===== src/rtl/bp_mmio_dev_router_pkg.sv =====
// Shared definitions for the uncached MMIO device router.
//   - Default four-entry device map (host, cfg, clint, cache), entry 0 in
//     the least-significant slice of the packed base/mask vectors.
//   - Helpers for the device-id width and the "no device matched" id.
package bp_mmio_dev_router_pkg;

  typedef enum logic [1:0] {
    e_dev_host  = 2'd0,
    e_dev_cfg   = 2'd1,
    e_dev_clint = 2'd2,
    e_dev_cache = 2'd3
  } bp_mmio_dev_e;

  localparam int unsigned dev_default_num_gp         = 4;
  localparam int unsigned dev_default_paddr_width_gp = 40;

  localparam logic [39:0] dev_addr_match_mask_gp = 40'hFF_FFF0_0000;

  localparam logic [4*40-1:0] dev_default_base_addr_gp =
    {40'h00_0040_0000, 40'h00_0030_0000, 40'h00_0020_0000, 40'h00_0010_0000};

  localparam logic [4*40-1:0] dev_default_mask_gp = {4{dev_addr_match_mask_gp}};

  // Ids 0..num_dev-1 name real devices; id num_dev means "unmapped".
  function automatic int unsigned dev_id_width_f(input int unsigned num_dev);
    return ((num_dev + 1) <= 1) ? 1 : $clog2(num_dev + 1);
  endfunction

  function automatic int unsigned dev_null_id_f(input int unsigned num_dev);
    return num_dev;
  endfunction

endpackage


===== src/rtl/bp_mmio_addr_decode.sv =====
// Combinational address decoder.
//   addr_i : physical address of the incoming command
//   id_o   : index of the lowest-numbered matching device, or num_dev_p
//            when no entry of the base/mask table matches
module bp_mmio_addr_decode
  import bp_mmio_dev_router_pkg::*;
  #(parameter int unsigned num_dev_p     = dev_default_num_gp
  , parameter int unsigned paddr_width_p = dev_default_paddr_width_gp
  , parameter logic [num_dev_p*paddr_width_p-1:0] dev_base_addr_p = dev_default_base_addr_gp
  , parameter logic [num_dev_p*paddr_width_p-1:0] dev_mask_p      = dev_default_mask_gp
  , localparam int unsigned id_width_lp = dev_id_width_f(num_dev_p)
  )
  (input  logic [paddr_width_p-1:0] addr_i
  , output logic [id_width_lp-1:0]  id_o
  );

  localparam logic [id_width_lp-1:0] null_id_lp = id_width_lp'(dev_null_id_f(num_dev_p));

  logic [num_dev_p-1:0] match;

  for (genvar gi = 0; gi < num_dev_p; gi++) begin : g_match
    assign match[gi] =
      ((addr_i & dev_mask_p[gi*paddr_width_p +: paddr_width_p])
       == (dev_base_addr_p[gi*paddr_width_p +: paddr_width_p]
           & dev_mask_p[gi*paddr_width_p +: paddr_width_p]));
  end

  // Walk from the top entry down so the lowest matching index is the last
  // one written and therefore wins overlapping windows.
  always_comb begin
    id_o = null_id_lp;
    for (int i = int'(num_dev_p) - 1; i >= 0; i--) begin
      if (match[i]) id_o = id_width_lp'(i);
    end
  end

endmodule


===== src/rtl/bp_mmio_dev_router.sv =====
// MMIO address-map router for the uncached device region.
//   clk_i / reset_i        : clock, asynchronous active-high reset
//   cmd_*                  : requester command (valid/ready), addr/we/data
//   dev_cmd_*              : per-device valid + ready, broadcast addr/we/data
//   dev_resp_*             : per-device response valid/data, consume (yumi)
//   resp_*                 : in-order response to requester (valid/yumi),
//                            err flags a command to an unmapped address
//   outstanding_o          : number of commands accepted but not answered
// Each accepted command's device id goes into a circular order queue; the
// queue head selects which device may return its response, so responses
// come back strictly in command order.
module bp_mmio_dev_router
  import bp_mmio_dev_router_pkg::*;
  #(parameter int unsigned num_dev_p         = dev_default_num_gp
  , parameter int unsigned paddr_width_p     = dev_default_paddr_width_gp
  , parameter int unsigned data_width_p      = 64
  , parameter int unsigned max_outstanding_p = 4
  , parameter logic [num_dev_p*paddr_width_p-1:0] dev_base_addr_p = dev_default_base_addr_gp
  , parameter logic [num_dev_p*paddr_width_p-1:0] dev_mask_p      = dev_default_mask_gp
  , localparam int unsigned outstanding_width_lp = $clog2(max_outstanding_p + 1)
  )
  (input  logic                              clk_i
  , input  logic                             reset_i

  , input  logic                             cmd_v_i
  , output logic                             cmd_ready_o
  , input  logic [paddr_width_p-1:0]         cmd_addr_i
  , input  logic                             cmd_we_i
  , input  logic [data_width_p-1:0]          cmd_data_i

  , output logic [num_dev_p-1:0]             dev_cmd_v_o
  , input  logic [num_dev_p-1:0]             dev_cmd_ready_i
  , output logic [paddr_width_p-1:0]         dev_cmd_addr_o
  , output logic                             dev_cmd_we_o
  , output logic [data_width_p-1:0]          dev_cmd_data_o

  , input  logic [num_dev_p-1:0]             dev_resp_v_i
  , input  logic [num_dev_p*data_width_p-1:0] dev_resp_data_i
  , output logic [num_dev_p-1:0]             dev_resp_yumi_o

  , output logic                             resp_v_o
  , output logic [data_width_p-1:0]          resp_data_o
  , output logic                             resp_err_o
  , input  logic                             resp_yumi_i

  , output logic [outstanding_width_lp-1:0]  outstanding_o
  );

  localparam int unsigned id_width_lp  = dev_id_width_f(num_dev_p);
  localparam int unsigned ptr_width_lp = (max_outstanding_p > 1) ? $clog2(max_outstanding_p) : 1;

  localparam logic [id_width_lp-1:0]          null_id_lp  = id_width_lp'(dev_null_id_f(num_dev_p));
  localparam logic [outstanding_width_lp-1:0] depth_lp    = outstanding_width_lp'(max_outstanding_p);
  localparam logic [outstanding_width_lp-1:0] cnt_one_lp  = outstanding_width_lp'(1);
  localparam logic [ptr_width_lp-1:0]         last_ptr_lp = ptr_width_lp'(max_outstanding_p - 1);
  localparam logic [ptr_width_lp-1:0]         ptr_one_lp  = ptr_width_lp'(1);

  if (num_dev_p < 1) begin : g_bad_num_dev
    $error("bp_mmio_dev_router: num_dev_p must be >= 1");
  end
  if (max_outstanding_p < 2) begin : g_bad_depth
    $error("bp_mmio_dev_router: max_outstanding_p must be >= 2");
  end

  // ---------------------------------------------------------------- decode
  logic [id_width_lp-1:0] cmd_id;

  bp_mmio_addr_decode #(
    .num_dev_p       (num_dev_p),
    .paddr_width_p   (paddr_width_p),
    .dev_base_addr_p (dev_base_addr_p),
    .dev_mask_p      (dev_mask_p)
  ) u_decode (
    .addr_i (cmd_addr_i),
    .id_o   (cmd_id)
  );

  // ----------------------------------------------------------- order queue
  logic [id_width_lp-1:0]          order_mem_q [max_outstanding_p];
  logic [ptr_width_lp-1:0]         wptr_q, wptr_d;
  logic [ptr_width_lp-1:0]         rptr_q, rptr_d;
  logic [outstanding_width_lp-1:0] count_q, count_d;

  logic                   queue_full, queue_empty;
  logic [id_width_lp-1:0] head_id;
  logic                   push, pop;

  assign queue_full  = (count_q == depth_lp);
  assign queue_empty = (count_q == '0);
  assign head_id     = order_mem_q[rptr_q];

  // Per-device one-hot views of the incoming id and of the queue head.
  logic [num_dev_p-1:0] cmd_sel, head_sel;

  for (genvar gi = 0; gi < num_dev_p; gi++) begin : g_sel
    assign cmd_sel[gi]  = (cmd_id == id_width_lp'(gi));
    assign head_sel[gi] = ~queue_empty & (head_id == id_width_lp'(gi));
  end

  logic cmd_null, head_null;

  assign cmd_null  = (cmd_id == null_id_lp);
  assign head_null = ~queue_empty & (head_id == null_id_lp);

  // ---------------------------------------------------------- command path
  // Full-queue check uses the registered count only, so a same-cycle pop
  // never opens a slot for a push.
  assign cmd_ready_o    = ~queue_full & (cmd_null | |(cmd_sel & dev_cmd_ready_i));
  assign dev_cmd_v_o    = cmd_sel & {num_dev_p{cmd_v_i & ~queue_full}};
  assign dev_cmd_addr_o = cmd_addr_i;
  assign dev_cmd_we_o   = cmd_we_i;
  assign dev_cmd_data_o = cmd_data_i;

  // --------------------------------------------------------- response path
  // Unmapped commands answer immediately from the queue; real devices only
  // see yumi when they own the head, so later responses simply wait.
  always_comb begin
    resp_data_o = '0;
    for (int i = 0; i < int'(num_dev_p); i++) begin
      if (head_sel[i]) resp_data_o = dev_resp_data_i[i*data_width_p +: data_width_p];
    end
  end

  assign resp_v_o        = head_null | |(head_sel & dev_resp_v_i);
  assign resp_err_o      = head_null;
  assign dev_resp_yumi_o = head_sel & {num_dev_p{resp_yumi_i}};
  assign outstanding_o   = count_q;

  assign push = cmd_v_i & cmd_ready_o;
  assign pop  = resp_yumi_i & resp_v_o;

  always_comb begin
    wptr_d  = wptr_q;
    rptr_d  = rptr_q;
    count_d = count_q;
    if (push) wptr_d = (wptr_q == last_ptr_lp) ? '0 : wptr_q + ptr_one_lp;
    if (pop)  rptr_d = (rptr_q == last_ptr_lp) ? '0 : rptr_q + ptr_one_lp;
    case ({push, pop})
      2'b10:   count_d = count_q + cnt_one_lp;
      2'b01:   count_d = count_q - cnt_one_lp;
      default: count_d = count_q;
    endcase
  end

  always_ff @(posedge clk_i or posedge reset_i) begin
    if (reset_i) begin
      wptr_q  <= '0;
      rptr_q  <= '0;
      count_q <= '0;
    end else begin
      wptr_q  <= wptr_d;
      rptr_q  <= rptr_d;
      count_q <= count_d;
    end
  end

  // Storage needs no reset: entries are only read between the pointers.
  always_ff @(posedge clk_i) begin
    if (push) order_mem_q[wptr_q] <= cmd_id;
  end

endmodule


===== config.mk =====
export PLATFORM = sky130hd
export DESIGN_NAME = bp_mmio_dev_router
export DESIGN_NICKNAME = d
export VERILOG_FILES = /design/src/rtl/bp_mmio_dev_router_pkg.sv /design/src/rtl/bp_mmio_addr_decode.sv /design/src/rtl/bp_mmio_dev_router.sv
export SDC_FILE = /design/constraint.sdc
export NUM_CORES = 1
export LEC_CHECK = 0
export ABC_AREA = 1
export BUFFER_PORTS_ARGS = -buffer_cell sky130_fd_sc_hd__buf_2
export CELL_PAD_IN_SITES_DETAIL_PLACEMENT = 1
export CELL_PAD_IN_SITES_GLOBAL_PLACEMENT = 1
export CORE_AREA = 4 4 217 219
export CTS_CLUSTER_DIAMETER = 150
export DETAILED_ROUTE_END_ITERATION = 8
export DIE_AREA = 0 0 221 223
export PLACE_DENSITY_LB_ADDON = 0.1
export SETUP_SLACK_MARGIN = 0.4
export SYNTH_ARGS = -nofsm -noshare
export SYNTH_HDL_FRONTEND = slang
export SYNTH_HIERARCHICAL = 1
export SYNTH_SLANG_ARGS = --single-unit

===== constraint.sdc =====
create_clock -name clk_i -period 3.7 [get_ports clk_i]
set_clock_uncertainty 0.1 [all_clocks]
set_input_delay 0.925 -clock clk_i [delete_from_list [all_inputs] [get_ports clk_i]]
set_output_delay 0.925 -clock clk_i [all_outputs]
set_load 0.005 [all_outputs]

Word level (Yosys, flattened, before mapping) --
Memories as Yosys holds them, arrays and structs flattened. Cells that the tools add are included.
Word-level totals: register bits after elaboration 7, memory bits (writable) 12, input bits 373, output and inout bits 183, word-level logic and storage cells 61, memories kept 1
Memory list:
- order_mem_q | depth 4, bits a word 3, read ports 1, clocked after Yosys merged registers in 0, write ports 1, RTL line bp_mmio_dev_router.sv:79 | logic [id_width_lp-1:0] order_mem_q [max_outstanding_p];
Cells by class: add/sub/neg operators 4, equality and inequality tests 17, mux-type cells 13, bitwise gates (word level) 17, reduce and logical (&&, ||, !) cells 6
Operator list (number):
- 64-bit two-way mux | 4
- 20-bit by 2-bit == test with 1-bit output, second input constant | 2
- 20-bit by 1-bit == test with 1-bit output, second input constant | 1
- 20-bit by 3-bit == test with 1-bit output, second input constant | 1
- 4-bit AND | 4
- 3-bit by 2-bit == test with 1-bit output, second input constant | 4
- 3-bit two-way mux | 4
- 1-bit AND | 9
- 3-bit == test, second input constant | 3
- 3-bit zero test | 3
- 4-bit OR reduction | 2
- 2-bit == test, second input constant | 3
- 3-bit by 1-bit == test with 1-bit output, second input constant | 2
- 3-bit case mux with 2 select lines | 1
- 2-bit by 1-bit adder with 2-bit output, second input constant | 2
- 2-bit two-way mux | 2
- 3-bit by 1-bit adder with 3-bit output, second input constant | 1
- 3-bit by 1-bit subtractor with 3-bit output, second input constant | 1
- 2-bit by 1-bit == test with 1-bit output, second input constant | 1
- 1-bit two-way mux | 2
- 1-bit inverter | 2
- 1-bit bitwise OR | 2
- 2-bit nonzero test | 1

Logic depth before layout (Yosys ltp) --
depth after elaboration 13, gate-level depth with buffers 19

Hierarchy --
Netlist, hierarchy kept.
Modules (own cells, without submodules):
- bp_mmio_dev_router | times used 1, cells each 613, area an instance 3764.9 um^2
- bp_mmio_addr_decode | times used 1, cells each 47, area an instance 192.7 um^2

Least setup slack after synthesis --
OpenSTA, ideal clock, no wires.
path kind input-to-reg, from input port cmd_addr_i[39], to register count_q[2], in the netlist outstanding_o[2], setup time 0.131 ns, arrival 3.267 ns, required time 3.469 ns, slack 0.202 ns, cell stages on the path 18, buffers on the path 0, path through nor2_1 > nand2_1 > nor2_1 > nand2_1 > nor2_1 > inv_1 > nand3_1 > nor2_1 > or2_2 > nor2_1 > nor2_1 > nand2_2 > ha_1 > inv_1 > fa_1 > a21oi_1 > o21ai_0 > xor2_1
Between the ends: word-level cells in the longest chain between the ends 13, elaborated cells between the ends (all ways) 22
RTL lines:
- from (decl) | RTL line bp_mmio_dev_router.sv:27 | , input logic [paddr_width_p-1:0] cmd_addr_i
- 20-bit by 3-bit == test with 1-bit output | RTL line bp_mmio_addr_decode.sv:24 | == (dev_base_addr_p[gi*paddr_width_p +: paddr_width_p]
- 3-bit two-way mux (3 in series) | RTL line bp_mmio_addr_decode.sv:33 | if (match[i]) id_o = id_width_lp'(i);
- 3-bit two-way mux * | RTL line bp_mmio_addr_decode.sv:33
- named net cmd_id[1] | RTL line bp_mmio_dev_router.sv:66 | logic [id_width_lp-1:0] cmd_id;
- 3-bit by 1-bit == test with 1-bit output, or another cell as far along | RTL line bp_mmio_dev_router.sv:96 | assign cmd_sel[gi] = (cmd_id == id_width_lp'(gi));
- 4-bit AND | RTL line bp_mmio_dev_router.sv:108 | assign cmd_ready_o = ~queue_full & (cmd_null | |(cmd_sel & dev_cmd_ready_i));
- 4-bit OR reduction | RTL line bp_mmio_dev_router.sv:108
- 1-bit bitwise OR * | RTL line bp_mmio_dev_router.sv:108
- 1-bit AND * | RTL line bp_mmio_dev_router.sv:108
- named net cmd_ready_o | RTL line bp_mmio_dev_router.sv:26 | , output logic cmd_ready_o
- 1-bit AND * | RTL line bp_mmio_dev_router.sv:129 | assign push = cmd_v_i & cmd_ready_o;
- 2-bit by 1-bit == test with 1-bit output or 2-bit == test (tied branches) | RTL line bp_mmio_dev_router.sv:138 | case ({push, pop})
- 3-bit case mux with 2 select lines or 2-bit nonzero test (tied branches)
- to (signal assigned) | RTL line bp_mmio_dev_router.sv:153 | count_q <= count_d;
- to (decl) | RTL line bp_mmio_dev_router.sv:82 | logic [outstanding_width_lp-1:0] count_q, count_d;
The timed path passes the listed nets; every way through them passes the cells marked *. A chain may end at the register's enable or synchronous reset.

Final worst setup path --
from input port cmd_addr_i[39], to output port dev_cmd_v_o[3]
Between the ends: word-level cells in the longest chain between the ends 7, elaborated cells between the ends (all ways) 10
RTL lines:
- 20-bit by 3-bit == test with 1-bit output | RTL line bp_mmio_addr_decode.sv:24
- 3-bit two-way mux (3 in series) | RTL line bp_mmio_addr_decode.sv:33
- 3-bit two-way mux * | RTL line bp_mmio_addr_decode.sv:33
- named net cmd_id[1] | RTL line bp_mmio_dev_router.sv:66
- 3-bit by 2-bit == test with 1-bit output * | RTL line bp_mmio_dev_router.sv:96
- 4-bit AND * | RTL line bp_mmio_dev_router.sv:109 | assign dev_cmd_v_o = cmd_sel & {num_dev_p{cmd_v_i & ~queue_full}};
- to (decl) | RTL line bp_mmio_dev_router.sv:31 | , output logic [num_dev_p-1:0] dev_cmd_v_o
Marks and branches as above.

==> impl_metrics.csv <==
group,metric,value,unit
flow_run,maxCapViolCount,0,
sta,report.final.slew_viol_count,0,
synthesis,synth_cell_types,30,
sta,hold_viol_final,0,
placement,io_buffers,385,
route,dr.pass1.iters,4,
die,design.core.area,45090,µm²
min_path,hold_path_class,"in2async",
synthesis,ys_seq_elements,19,
placement,gp_congestion,0.7915,
route,drcViolationCount,0,
worst_setup_path,crit_arrival,2.25,ns
cells_and_area,area.sequential,536.8,µm²
die,fp.dieH,223,µm
cts,cts_buffer_depth,2,
route,dr_wl_met2,16890,µm
sta,tightest_slew,0.3690,ns
route,ant_nets,0,
global_routing,grt_pass1_wl,44280,µm
route,num_vias,5684,
die,fp.dieW,221,µm
cells_and_area,fillCellCount,5637,
global_routing,overflow,0,
cells_and_area,num-nets-final,1329,
worst_setup_path,path_class,"in2out",
synthesis,postSynthCellCount,660,
route,wl_met1,12280,µm
route,top_layer,"met5",
synthesis,synth_fp_nets,1040,
cells_and_area,final_util,0.1455,
route,wl_per_cell,21.07,µm
power_and_ir_drop,p_per_area,708.5,nW/µm²
die,dieArea,49280,µm²
sta,setup_tns,0,ns
cts,clkLatencyLatePin,0.25,ns
worst_setup_path,crit_path_end_kind,"output pin",
placement,hpwl,25740,µm
synthesis,synthesis.area,3958,µm²
cts,numCtsBuffers,3,
cts,worst_setup_hold_path_clk_slew,0.05,ns
cts,cts_root_buf,"clkbuf_16",
synthesis,yosysTopAreaCell,"buf_4",
synthesis,ys_seq_area_frac,0.1353,
die,rows,78,
worst_setup_path,worst-path-max-fanout,4,
route,wl,32810,µm
cts,htreeDepth,1,
synthesis,ys_warn_count,6,
cells_and_area,drive_gt1_frac,0.5190,
die,start_util,0.08777,
cells_and_area,multi_input_area,2409,µm²
global_routing,grt_pass1_vias,5965,
cts,cts_tree,"built",
route,wl_met3,2937,µm
sta,clock.fmax,0.3051,GHz
sta,rsz0062_at_grt,"true",
global_routing,antenna_found_initial,13,
worst_setup_path,max_stage_delay,0.32,ns
sta,setup_viol,0,
sta,hold_slack,0.5045,ns
route,vias_per_cell,3.651,
sta,slew_headroom,0.7531,
sta,finalCritPeriodShare,0.8857,
worst_setup_path,worstPathRequired,2.67,ns
synthesis,synth_area_leaders,"buf_4 23%, nand3_1 18%, nand2_1 16%",
synthesis,syn_area_per_cell,5.996,µm²
outcome,status,"finished clean",
global_routing,grt_usage,0.1194,
worst_setup_path,worstSetupStartpointType,"primary input",
worst_setup_path,cp_cell_sequence,"buf_6 > nor2_4 > nand2_2 > nor2_2 > nand2_2 > nor2_4 > inv_2 > buf_6 > nor4_1 > buf_2",
power_and_ir_drop,ir_drop,241.2,µV
die,ioPinCount,556,
synthesis,synth_top_area_frac,0.2295,
cells_and_area,area.growth.synth_to_final,65.79,%
power_and_ir_drop,p_leak,3.211,nW
worst_setup_path,worst_path_max_delay_cell,"nor4_1",
global_routing,grt_max_degree,67,
cts,clock_sinks,19,
route,drt_iter0_drc,194,
sta,min_period,3.277,ns
per-stage QoR:
| stage | instances | setup WS (ns) | area (µm²) | total power (W) |
|---|---|---|---|---|
| after CTS | 1535 | 0.3867 | 6240 | 0.004428 |
| final | 1557 | 0.4228 | 6561 | 0.004648 |
| after global routing | 1550 | 0.3124 | 6544 | 0.005096 |
| after global placement | 1518 | 0.07826 | 5837 | 0.003930 |
| after floorplan | 660 | 0.4063 | 3973 | 0.002239 |
| after detailed placement | 1518 | 0.08918 | 5837 | 0.003900 |
cell families (layout without fill, tap and decap cells):
group	Yosys count	in the layout	share of synthesized area
simple gates	434	434	0.5191
buf+inv	189	477	0.3048
flops	19	19	0.1353
compound gates	9	9	0.01233
fa+ha+maj	7	7	0.02403
xor+xnor	2	2	0.004427
other cells	0	9	0
Yosys cell counts (all sizes together):
master	instances
nand4	67
ha	6
o21ai	3
clkbuf	1
fa	1
nor2	38
or2	1
dfrtp	7
nand2	176
clkinv	1
xor2	1
edfxtp	12
a21oi	6
nor4	4
inv	42
nand3	145
buf	145
nor3	3
xnor2	1
state kept, by name, summed over array words and instances (netlist names):
register	count
order_mem_q	12
wptr_q	2
outstanding_o	3
rptr_q	2
where the power goes:
part / internal, W / switching, W / total (W)
combinational: 0.00157 / 0.00249 / 0.00407
sequential: 0.000293 / 0.0000708 / 0.000364
clock: 0.000146 / 0.0000711 / 0.000217
cell usage in the layout, fill, tap and decap left out, types with 2 or more instances in the layout:
cell type	netlist	final
buf_2	23	372
nand2_1	170	161
nand3_1	143	140
nand4_1	67	67
inv_1	36	33
buf_4	121	23
nor2_1	34	17
buf_6	1	17
edfxtp_1	12	12
nand2_2	6	11
nor2_2	3	10
nor2_4	0	10
diode_2	0	9
clkbuf_16	0	6
dfrtp_1	7	6
buf_12	0	6
inv_2	4	5
ha_1	6	5
nand2_4	0	4
nand3_2	2	4
a21oi_1	5	4
buf_8	0	4
inv_4	2	3
nor4_1	4	3
clkinv_4	0	2
nor3_1	2	2
o21ai_1	1	2
buf_16	0	2
final cells by class:
cell class	instances	area share
repair buffers	429	0.3923
multi-input cells	452	0.3671
well taps	600	0.1144
flip-flops and latches	19	0.08181
inverters	43	0.02803
clock buffers	4	0.01201
diodes	9	0.003432
repair inverters	1	0.0009535
final timing paths:
| kind | startpoint | to | slack, ns | cells past startpoint |
|---|---|---|---|---|
| worst max-delay path | cmd_addr_i[39] | dev_cmd_v_o[3] | 0.42 | 10 |
| max in group asynchronous | reset_i | rptr_q[0]$_DFFE_PP0P_ | 2.75 | 2 |
| worst min register to register | wptr_q[1]$_DFFE_PP0P_ | wptr_q[1]$_DFFE_PP0P_ | 0.50 | 2 |
| worst max register to register | rptr_q[0]$_DFFE_PP0P_ | outstanding_o[2]$_DFFE_PP0P_ | 0.60 | 16 |
| worst min-delay path | reset_i | outstanding_o[0]$_DFFE_PP0P_ | 0.50 | 2 |
| min in group clk_i | wptr_q[1]$_DFFE_PP0P_ | wptr_q[1]$_DFFE_PP0P_ | 0.50 | 2 |
layer usage:
layer,global-route usage,vias up
met5,0,-
met1,0.1286,2631
met3,0.04987,30
li1,-,2705
met2,0.2192,308
met4,0.02557,10
worst max-delay path: cells and delay by family:
| family | cells | cell delay (ns) |
|---|---|---|
| buf+inv | 4 | 0.46 |
| simple gates | 6 | 0.87 |
what timing repair did:
item | in CTS | in global routing
gates cloned | 2 | 5
pin swaps | 21 | 23
hold buffers | 0 | 0
gates resized for setup | 40 | 44
setup endpoints to repair | 70 | 69
setup buffers | 11 | 8
Power figures use the tool's default switching activity.
